`src/rtl/act_pwl.sv`:
```
`default_nettype none
// ============================================================================
//  Module      : act_pwl
//  Description : Two-stage piecewise-linear tanh / sigmoid activation with a
//                global-stall valid/ready pipeline. The optional saturation
//                counter (sat_clr / sat_cnt) is built when ACT_PWL_SATCNT_EN
//                is defined.
//  Revision    : 1.0 - initial release
// ============================================================================
module act_pwl #(
    parameter int WIDTH = 24,
    parameter int FRAC  = 20
) (
    input  logic             clk,
    input  logic             rst_n,
    input  logic             i_valid,
    output logic             i_ready,
    input  logic [WIDTH-1:0] i_data,
    input  logic             i_mode,
    output logic             o_valid,
    input  logic             o_ready,
    output logic [WIDTH-1:0] o_data,
    output logic             o_sat
`ifdef ACT_PWL_SATCNT_EN
    ,
    input  logic             sat_clr,
    output logic [15:0]      sat_cnt
`endif
);

    localparam logic signed [WIDTH-1:0] c_one     = {{(WIDTH-1){1'b0}}, 1'b1} << FRAC;
    localparam logic signed [WIDTH-1:0] c_half    = c_one >>> 1;
    localparam logic signed [WIDTH-1:0] c_quarter = c_one >>> 2;

    // Region thresholds on |v|, one bit wider so the most negative v fits.
    localparam logic [WIDTH:0] c_half_a = {{WIDTH{1'b0}}, 1'b1} << (FRAC - 1);
    localparam logic [WIDTH:0] c_one_a  = {{WIDTH{1'b0}}, 1'b1} << FRAC;
    localparam logic [WIDTH:0] c_two_a  = {{WIDTH{1'b0}}, 1'b1} << (FRAC + 1);

    localparam logic [1:0] c_reg_lin  = 2'd0;
    localparam logic [1:0] c_reg_half = 2'd1;
    localparam logic [1:0] c_reg_quar = 2'd2;
    localparam logic [1:0] c_reg_sat  = 2'd3;

    logic                    r_s1_valid_q, w_s1_valid_d;
    logic signed [WIDTH-1:0] r_s1_v_q,     w_s1_v_d;
    logic                    r_s1_mode_q,  w_s1_mode_d;
    logic                    r_s1_neg_q,   w_s1_neg_d;
    logic [1:0]              r_s1_reg_q,   w_s1_reg_d;
    logic                    r_o_valid_q,  w_o_valid_d;
    logic [WIDTH-1:0]        r_o_data_q,   w_o_data_d;
    logic                    r_o_sat_q,    w_o_sat_d;

    logic                    w_enable;
    logic signed [WIDTH-1:0] w_v;
    logic signed [WIDTH:0]   w_v_ext;
    logic [WIDTH:0]          w_abs;
    logic [1:0]              w_region;
    logic signed [WIDTH-1:0] w_t;
    logic signed [WIDTH-1:0] w_result;

    // Stage 1: sigmoid evaluates T on x/2, so the halving happens before classification.
    always_comb begin
        w_v      = i_mode ? ($signed(i_data) >>> 1) : $signed(i_data);
        w_v_ext  = {w_v[WIDTH-1], w_v};
        w_abs    = w_v[WIDTH-1] ? $unsigned(-w_v_ext) : $unsigned(w_v_ext);
        w_region = c_reg_sat;
        if (w_abs < c_half_a) begin
            w_region = c_reg_lin;
        end else if (w_abs < c_one_a) begin
            w_region = c_reg_half;
        end else if (w_abs < c_two_a) begin
            w_region = c_reg_quar;
        end
    end

    // Stage 2: segment evaluation and sigmoid remap.
    always_comb begin
        case (r_s1_reg_q)
            c_reg_lin:  w_t = r_s1_v_q;
            c_reg_half: w_t = (r_s1_v_q >>> 1) + (r_s1_neg_q ? -c_quarter : c_quarter);
            c_reg_quar: w_t = (r_s1_v_q >>> 2) + (r_s1_neg_q ? -c_half : c_half);
            default:    w_t = r_s1_neg_q ? -c_one : c_one;
        endcase
        w_result = r_s1_mode_q ? (c_half + (w_t >>> 1)) : w_t;
    end

    always_comb begin
        w_enable     = ~r_o_valid_q | o_ready;
        w_s1_valid_d = r_s1_valid_q;
        w_s1_v_d     = r_s1_v_q;
        w_s1_mode_d  = r_s1_mode_q;
        w_s1_neg_d   = r_s1_neg_q;
        w_s1_reg_d   = r_s1_reg_q;
        w_o_valid_d  = r_o_valid_q;
        w_o_data_d   = r_o_data_q;
        w_o_sat_d    = r_o_sat_q;
        if (w_enable) begin
            w_s1_valid_d = i_valid;
            if (i_valid) begin
                w_s1_v_d    = w_v;
                w_s1_mode_d = i_mode;
                w_s1_neg_d  = w_v[WIDTH-1];
                w_s1_reg_d  = w_region;
            end
            w_o_valid_d = r_s1_valid_q;
            if (r_s1_valid_q) begin
                w_o_data_d = w_result;
                w_o_sat_d  = (r_s1_reg_q == c_reg_sat);
            end
        end
    end

    always_ff @(posedge clk or negedge rst_n) begin
        if (!rst_n) begin
            r_s1_valid_q <= 1'b0;
            r_s1_v_q     <= '0;
            r_s1_mode_q  <= 1'b0;
            r_s1_neg_q   <= 1'b0;
            r_s1_reg_q   <= c_reg_lin;
            r_o_valid_q  <= 1'b0;
            r_o_data_q   <= '0;
            r_o_sat_q    <= 1'b0;
        end else begin
            r_s1_valid_q <= w_s1_valid_d;
            r_s1_v_q     <= w_s1_v_d;
            r_s1_mode_q  <= w_s1_mode_d;
            r_s1_neg_q   <= w_s1_neg_d;
            r_s1_reg_q   <= w_s1_reg_d;
            r_o_valid_q  <= w_o_valid_d;
            r_o_data_q   <= w_o_data_d;
            r_o_sat_q    <= w_o_sat_d;
        end
    end

    assign i_ready = w_enable;
    assign o_valid = r_o_valid_q;
    assign o_data  = r_o_data_q;
    assign o_sat   = r_o_sat_q;

`ifdef ACT_PWL_SATCNT_EN
    logic [15:0] r_sat_cnt_q, w_sat_cnt_d;

    // Clear takes priority over a coincident counted transfer.
    always_comb begin
        w_sat_cnt_d = r_sat_cnt_q;
        if (sat_clr) begin
            w_sat_cnt_d = '0;
        end else if (r_o_valid_q && o_ready && r_o_sat_q && (r_sat_cnt_q != 16'hFFFF)) begin
            w_sat_cnt_d = r_sat_cnt_q + 16'd1;
        end
    end

    always_ff @(posedge clk or negedge rst_n) begin
        if (!rst_n) begin
            r_sat_cnt_q <= '0;
        end else begin
            r_sat_cnt_q <= w_sat_cnt_d;
        end
    end

    assign sat_cnt = r_sat_cnt_q;
`endif

endmodule
`default_nettype wire
```
`config.mk`:
```
export PLATFORM = sky130hd
export DESIGN_NAME = act_pwl
export DESIGN_NICKNAME = d
export VERILOG_FILES = /design/src/rtl/act_pwl.sv
export SDC_FILE = /design/constraint.sdc
export NUM_CORES = 1
export LEC_CHECK = 0
export CORE_ASPECT_RATIO = 0.6
export CORE_MARGIN = 3
export CORE_UTILIZATION = 53
export CTS_BUF_LIST = sky130_fd_sc_hd__clkbuf_8 sky130_fd_sc_hd__clkbuf_16
export DETAILED_ROUTE_END_ITERATION = 8
export HOLD_SLACK_MARGIN = 0.06
export PLACE_DENSITY = 0.8
export SETUP_SLACK_MARGIN = 0.02
export SYNTH_ARGS = -nofsm -noshare
export SYNTH_HDL_FRONTEND = slang
export SYNTH_SLANG_ARGS = --single-unit
```
`constraint.sdc`:
```
create_clock -name clk -period 2.2 [get_ports clk]
set_input_delay 0.44 -clock clk [delete_from_list [all_inputs] [get_ports clk]]
set_output_delay 0.44 -clock clk [all_outputs]
set_load 0.005 [all_outputs]
```
==> impl_metrics.ini, run 1 <==
[outcome]
status = complete, no violations

[synthesis]
synthAdderAreaFrac_pct = 2.35
synth.distinct_cells = 45
ys_seq_area_share_pct = 40.9
synth-main-ff-cell = dfrtp_1
muxShareOfSynthArea_pct = 17.7
synthSimpleGateAreaFrac_pct = 14.1
synth_seq_cells = 54
syn_avg_cell_area_um2 = 9.04
synthXorXnorAreaFrac_pct = 1.06
syn_area_mm2 = 0.00330
synth_edf_count = 0
yosysWarnings = 0
synth_top_family_by_area = compound AO/OA/AOI/OAI gates
synth_nets = 399
syn-instance-count = 365
synth_compound_area_share_pct = 18.3
ys_async_sr_fraction_pct = 100

[worst_setup_path]
crit_path_top_delay_cell = clkdlybuf4s50_1
worstPathRequired_ps = 2390
worstPathArrival_ps = 2310
crit_fanout = 2
path_cells = clkdlybuf4s50_1 -> nor4_2 -> nand4_1 -> nor4_4 -> xor2_1 -> and3_1 -> o32a_1
start_kind = primary input
slowest_delay_ps = 430
endpoint_kind = flop
crit_type = primary input to flop

[clocking]
cts.sinks = 54
cts.reportedPaths.clkPinSlew_ps = 90
cts-root-buf = clkbuf_8
h-tree-depth = 2
clk_latency_ps = 310
cts_tree = built
cts_buffer_depth = 2
numCtsBuffers = 5

[power_and_ir_drop]
irDropWorstVdd_mv = 0.476
p_total_mw = 3.49
power_density_mw_per_mm2 = 819
p_leak_nw = 1.89

[route]
drt-total-wl_mm = 7.76
drt_iter0_markers = 166
via_count = 2978
drt-wirelength-per-cell_um = 15.0
antenna_left = 0
via_per_inst = 5.76
drc = 0
firstDrtPassIters = 4

[finish]
nNetsFinal = 470
post-route-cell-area_mm2 = 0.00427
area_growth_pct = 29.3
final_cell_mix = clkdlybuf4s50_1, dfrtp_1, nor2_1, o21ai_0, a21oi_1
layout_commonest_cell = clkdlybuf4s50_1
layout-drive-gt1-share_pct = 18.1
stdcell_count = 517
antenna_cells = 0

[placement]
placed_cells = 508
gp_congestion = 0.804
placed_area_mm2 = 0.00410
place.detailed.hpwl_mm = 5.82
io_buffers = 55

[die]
die_area_mm2 = 0.00724
io_pins = 56
die_h_um = 67.1
num_rows = 21
die_w_um = 108
initial_core_util_pct = 56.8
core_mm2 = 0.00581

[sta]
rsz0062_at_grt = no
post-route-period-util_pct = 96.3
finalHoldViolCount = 0
worstMarginPinSlew_ps = 657
fmax_ghz = 0.472
layout_min_cycle_time_ps = 2120
fin_skew_ps = 4.51
setup_viol = 0
fin_tns_setup_ps = 0
relSlewSlack_pct = 56.2
drv_slew = 0

[global_routing]
grt_pass1_wl_mm = 13.2
overflow = 0
antenna_found_initial = 0
grt_max_degree = 43
grt_pass1_vias = 2883
grt_usage_pct = 22.8

[run]
maxCapViolCount = 0

[min_path]
hp-class = primary input to async pin
## layer usage
layer | track usage [%] | wire (um) | share of wire, %
met3 | 4.16 | 303 | 3.9
met1 | 31.0 | 3570 | 46
met2 | 39.2 | 3810 | 49
met4 | 4.25 | 70 | 0.90
met5 | 0 | 0 | 0
## critical path, delay by kind of cell
family,cells,cell delay (ps)
xor+xnor,1,120
compound gates,1,340
buf+inv,1,430
simple gates,4,980
## synthesized netlist by cell type (all sizes together), types with 3 or more instances
master / n / share of area (%)
a21oi: 36 / 5.5
a31oi: 10 / 1.9
buf: 11 / 2.2
clkbuf: 16 / 1.8
dfrtp: 54 / 41
ha: 3 / 1.1
inv: 13 / 1.5
mux2: 19 / 6.7
mux2i: 34 / 10
nand2: 29 / 3.3
nand2b: 5 / 0.95
nand3: 5 / 0.76
nor2: 42 / 4.8
nor2b: 4 / 0.76
nor4: 5 / 1.4
o211ai: 3 / 0.68
o21ai: 44 / 6.7
xor2: 4 / 1.1
## final timing paths
kind	from	end	cells past startpoint	slack (ps)
max	i_data[18]	r_s1_reg_q[0]	7	80
min	rst_n	r_s1_v_q[21]	1	150
max reg2reg	r_s1_v_q[23]	o_data[21]	7	150
min reg2reg	o_sat	o_sat	2	490
max in group asynchronous	rst_n	o_data[8]	2	1480
min in group clk	o_sat	o_sat	2	490
## final cells by class
class | instances | area, um2
fillers | 451 | 1540
well taps | 80 | 100
flip-flops and latches | 54 | 1350
inverters | 13 | 48.8
multi-input cells | 271 | 1840
repair buffers | 91 | 840
clock buffers | 6 | 82.6
clock inverters | 2 | 8.76
## through the flow
step	util, %	hold WS (ps)	setup slack, ps
after floorplan	-	144	270
after global placement	70.6	462	-243
after detailed placement	70.6	474	-369
after CTS	72.6	172	25.2
after global routing	73.5	199	22.6
final	73.5	148	80.9
## repair_timing
action,in CTS,in global routing
setup endpoints to repair,1,5
hold buffers,0,0
pin swaps,4,3
resized for setup,4,9
cloned,0,0
setup buffers,1,0
## flip-flops by register name, summed over array words and instances (netlist names)
name,count
o_data,24
r_s1_v_q,24
r_s1_reg_q,2
o_sat,1
o_valid,1
r_s1_mode_q,1
r_s1_valid_q,1
## where the power goes
group | leakage, nW | internal (mW) | total [mW] | switching [mW]
Sequential | 0.638 | 1.24 | 1.44 | 0.195
Combinational | 1.20 | 0.812 | 1.49 | 0.675
Clock | 0.0524 | 0.250 | 0.573 | 0.323
## kinds of logic (layout without fill, tap and decap cells)
logic type,count (synthesis),count (layout)
flip-flops,54,54
buffers and inverters,40,112
multiplexers,54,54
XOR/XNOR,4,4
AO/OA/AOI/OAI,107,107
adder cells (fa/ha/maj),5,5
AND/OR/NAND/NOR,101,101
Note: power is estimated with default switching activity, not from simulation.
==> inputs of run 2 (changes only) <==
--- a/config.mk
+++ b/config.mk
@@ -12,7 +12,9 @@
 export DETAILED_ROUTE_END_ITERATION = 8
 export HOLD_SLACK_MARGIN = 0.06
 export PLACE_DENSITY = 0.8
+export RECOVER_POWER = 50
 export SETUP_SLACK_MARGIN = 0.02
+export SLEW_MARGIN = 20
 export SYNTH_ARGS = -nofsm -noshare
 export SYNTH_HDL_FRONTEND = slang
 export SYNTH_SLANG_ARGS = --single-unit
==> impl_metrics.ini, run 2 (synthesis results as in run 1) <==
[sta]
post-route-period-util_pct = 96.8
rsz0062_at_grt = no
fin_tns_setup_ps = 0
setup_viol = 0
worstMarginPinSlew_ps = 1570
finalHoldViolCount = 0
fmax_ghz = 0.469
fin_skew_ps = 5.29
layout_min_cycle_time_ps = 2130
relSlewSlack_pct = -4.77
drv_slew = 28
fin_ws_ps = 69.6

[clocking]
h-tree-depth = 2
cts.sinks = 54
cts.reportedPaths.clkPinSlew_ps = 100
cts_buffer_depth = 2
numCtsBuffers = 5
cts-root-buf = clkbuf_8
clk_latency_ps = 310
cts_tree = built
hold_buffers = 0

[placement]
placed_cells = 508
gp_congestion = 0.804
io_buffers = 55
place.detailed.hpwl_mm = 5.82
place_ws_ps = -369

[die]
die_h_um = 67.1
io_pins = 56
die_area_mm2 = 0.00724
num_rows = 21
die_w_um = 108
initial_core_util_pct = 56.8
core_mm2 = 0.00581

[worst_setup_path]
worst-path-buf-inv = 1
cpLargestDelayFamily = simple AND/OR/NAND/NOR gates
path_cells = clkdlybuf4s50_1 -> nor4_2 -> nand4_1 -> nor4_4 -> xor2_1 -> and3_1 -> o32a_1
start_kind = primary input
worstPathArrival_ps = 2320
worstPathRequired_ps = 2390
crit_path_top_delay_cell = clkdlybuf4s50_1
slowest_delay_ps = 430
worstReg2RegStart = r_s1_v_q[23]
crit_type = primary input to flop
cp-startpoint = i_data[18]
crit_fanout = 2
endpoint_kind = flop

[finish]
layout_commonest_cell = dfrtp_1
nNetsFinal = 470
final_cell_mix = dfrtp_1, clkdlybuf4s50_1, nor2_1, o21ai_0, a21oi_1
fillers = 453
area_growth_pct = 29.2
antenna_cells = 0
layout-drive-gt1-share_pct = 17.6
stdcell_count = 517

[outcome]
violations = max-capacitance violations, max-slew violations
status = finished, violations left

[route]
drt_iter0_markers = 154
drt-wirelength-per-cell_um = 15.0
via_per_inst = 5.73
drc = 0
via_count = 2964
drt-total-wl_mm = 7.74
antenna_left = 0
firstDrtPassIters = 4

[power_and_ir_drop]
p_total_mw = 3.46
irDropWorstVdd_mv = 0.476
power_density_mw_per_mm2 = 812
p_leak_nw = 1.90

[global_routing]
grt_pass1_wl_mm = 13.2
overflow = 0
grt_pass1_vias = 2883
grt_max_degree = 43
antenna_found_initial = 0
grt_usage_pct = 22.8

[min_path]
hp-class = flop to flop
hold_path.startpoint = o_sat

[run]
maxCapViolCount = 1
-- run 2: metrics by stage --
step	utilization, %	cell area [um2]	hold WS (ps)
floorplan	-	3300	144
global placement	70.6	4100	462
detailed placement	70.6	4100	474
CTS	72.6	4220	172
global route	73.4	4260	510
finish	73.4	4260	485
-- run 2: where the power goes --
part / switching [mW] / internal, mW / leakage, nW
logic: 0.674 / 0.786 / 1.21
registers: 0.192 / 1.24 / 0.638
clock network: 0.321 / 0.250 / 0.0524
total: 1.19 / 2.28 / 1.90
-- run 2: routing by layer --
layer  wire length (um)  share of wire (%)  vias up  GRT usage [%]
met4                 70               0.90        0           4.25
met3                340                4.4       10           4.16
met2               3800                 49       69           39.2
met1               3530                 46     1453           31.0
li1                   -                  -     1432              -
met5                  0                  0        -              0
-- run 2: worst paths after layout --
path / slack [ps] / cells past startpoint / end
worst max-delay path: 70 / 7 / r_s1_reg_q[0]
worst min-delay path: 490 / 2 / o_sat
worst max register to register: 150 / 7 / o_data[21]
worst min register to register: 490 / 2 / o_sat
max in group asynchronous: 670 / 1 / r_s1_v_q[19]
min in group asynchronous: 500 / 1 / r_s1_v_q[21]
-- run 2: cell type report --
cell class	instances	area (um2)	share of cell area (%)
clock buffer	6	82.6	1.94
timing repair buffer	91	835	19.6
multi-input combinational	271	1840	43.0
tap	80	100	2.35
clock inverter	2	8.76	0.205
inverter	13	48.8	1.14
sequential	54	1350	31.7
-- run 2: tightest hold or removal path: cells and delay by family, from the launching register on --
kind | cells | cell delay (ps)
simple gates | 1 | 50
compound gates | 1 | 60
flops | 1 | 350
-- run 2: what timing repair did --
action	CTS	global route
setup endpoints to repair	1	5
hold endpoints to repair	0	0
buffers inserted	1	0
pin swaps	4	3
resized for setup	4	9
==> inputs of run 3 (changes only) <==
--- a/config.mk
+++ b/config.mk
@@ -9,6 +9,7 @@
 export CORE_MARGIN = 3
 export CORE_UTILIZATION = 53
 export CTS_BUF_LIST = sky130_fd_sc_hd__clkbuf_8 sky130_fd_sc_hd__clkbuf_16
+export CTS_CLUSTER_DIAMETER = 50
 export DETAILED_ROUTE_END_ITERATION = 8
 export HOLD_SLACK_MARGIN = 0.06
 export PLACE_DENSITY = 0.8
==> results of run 3 <==
Final layout, timing and power as in run 2 (identical DEF).
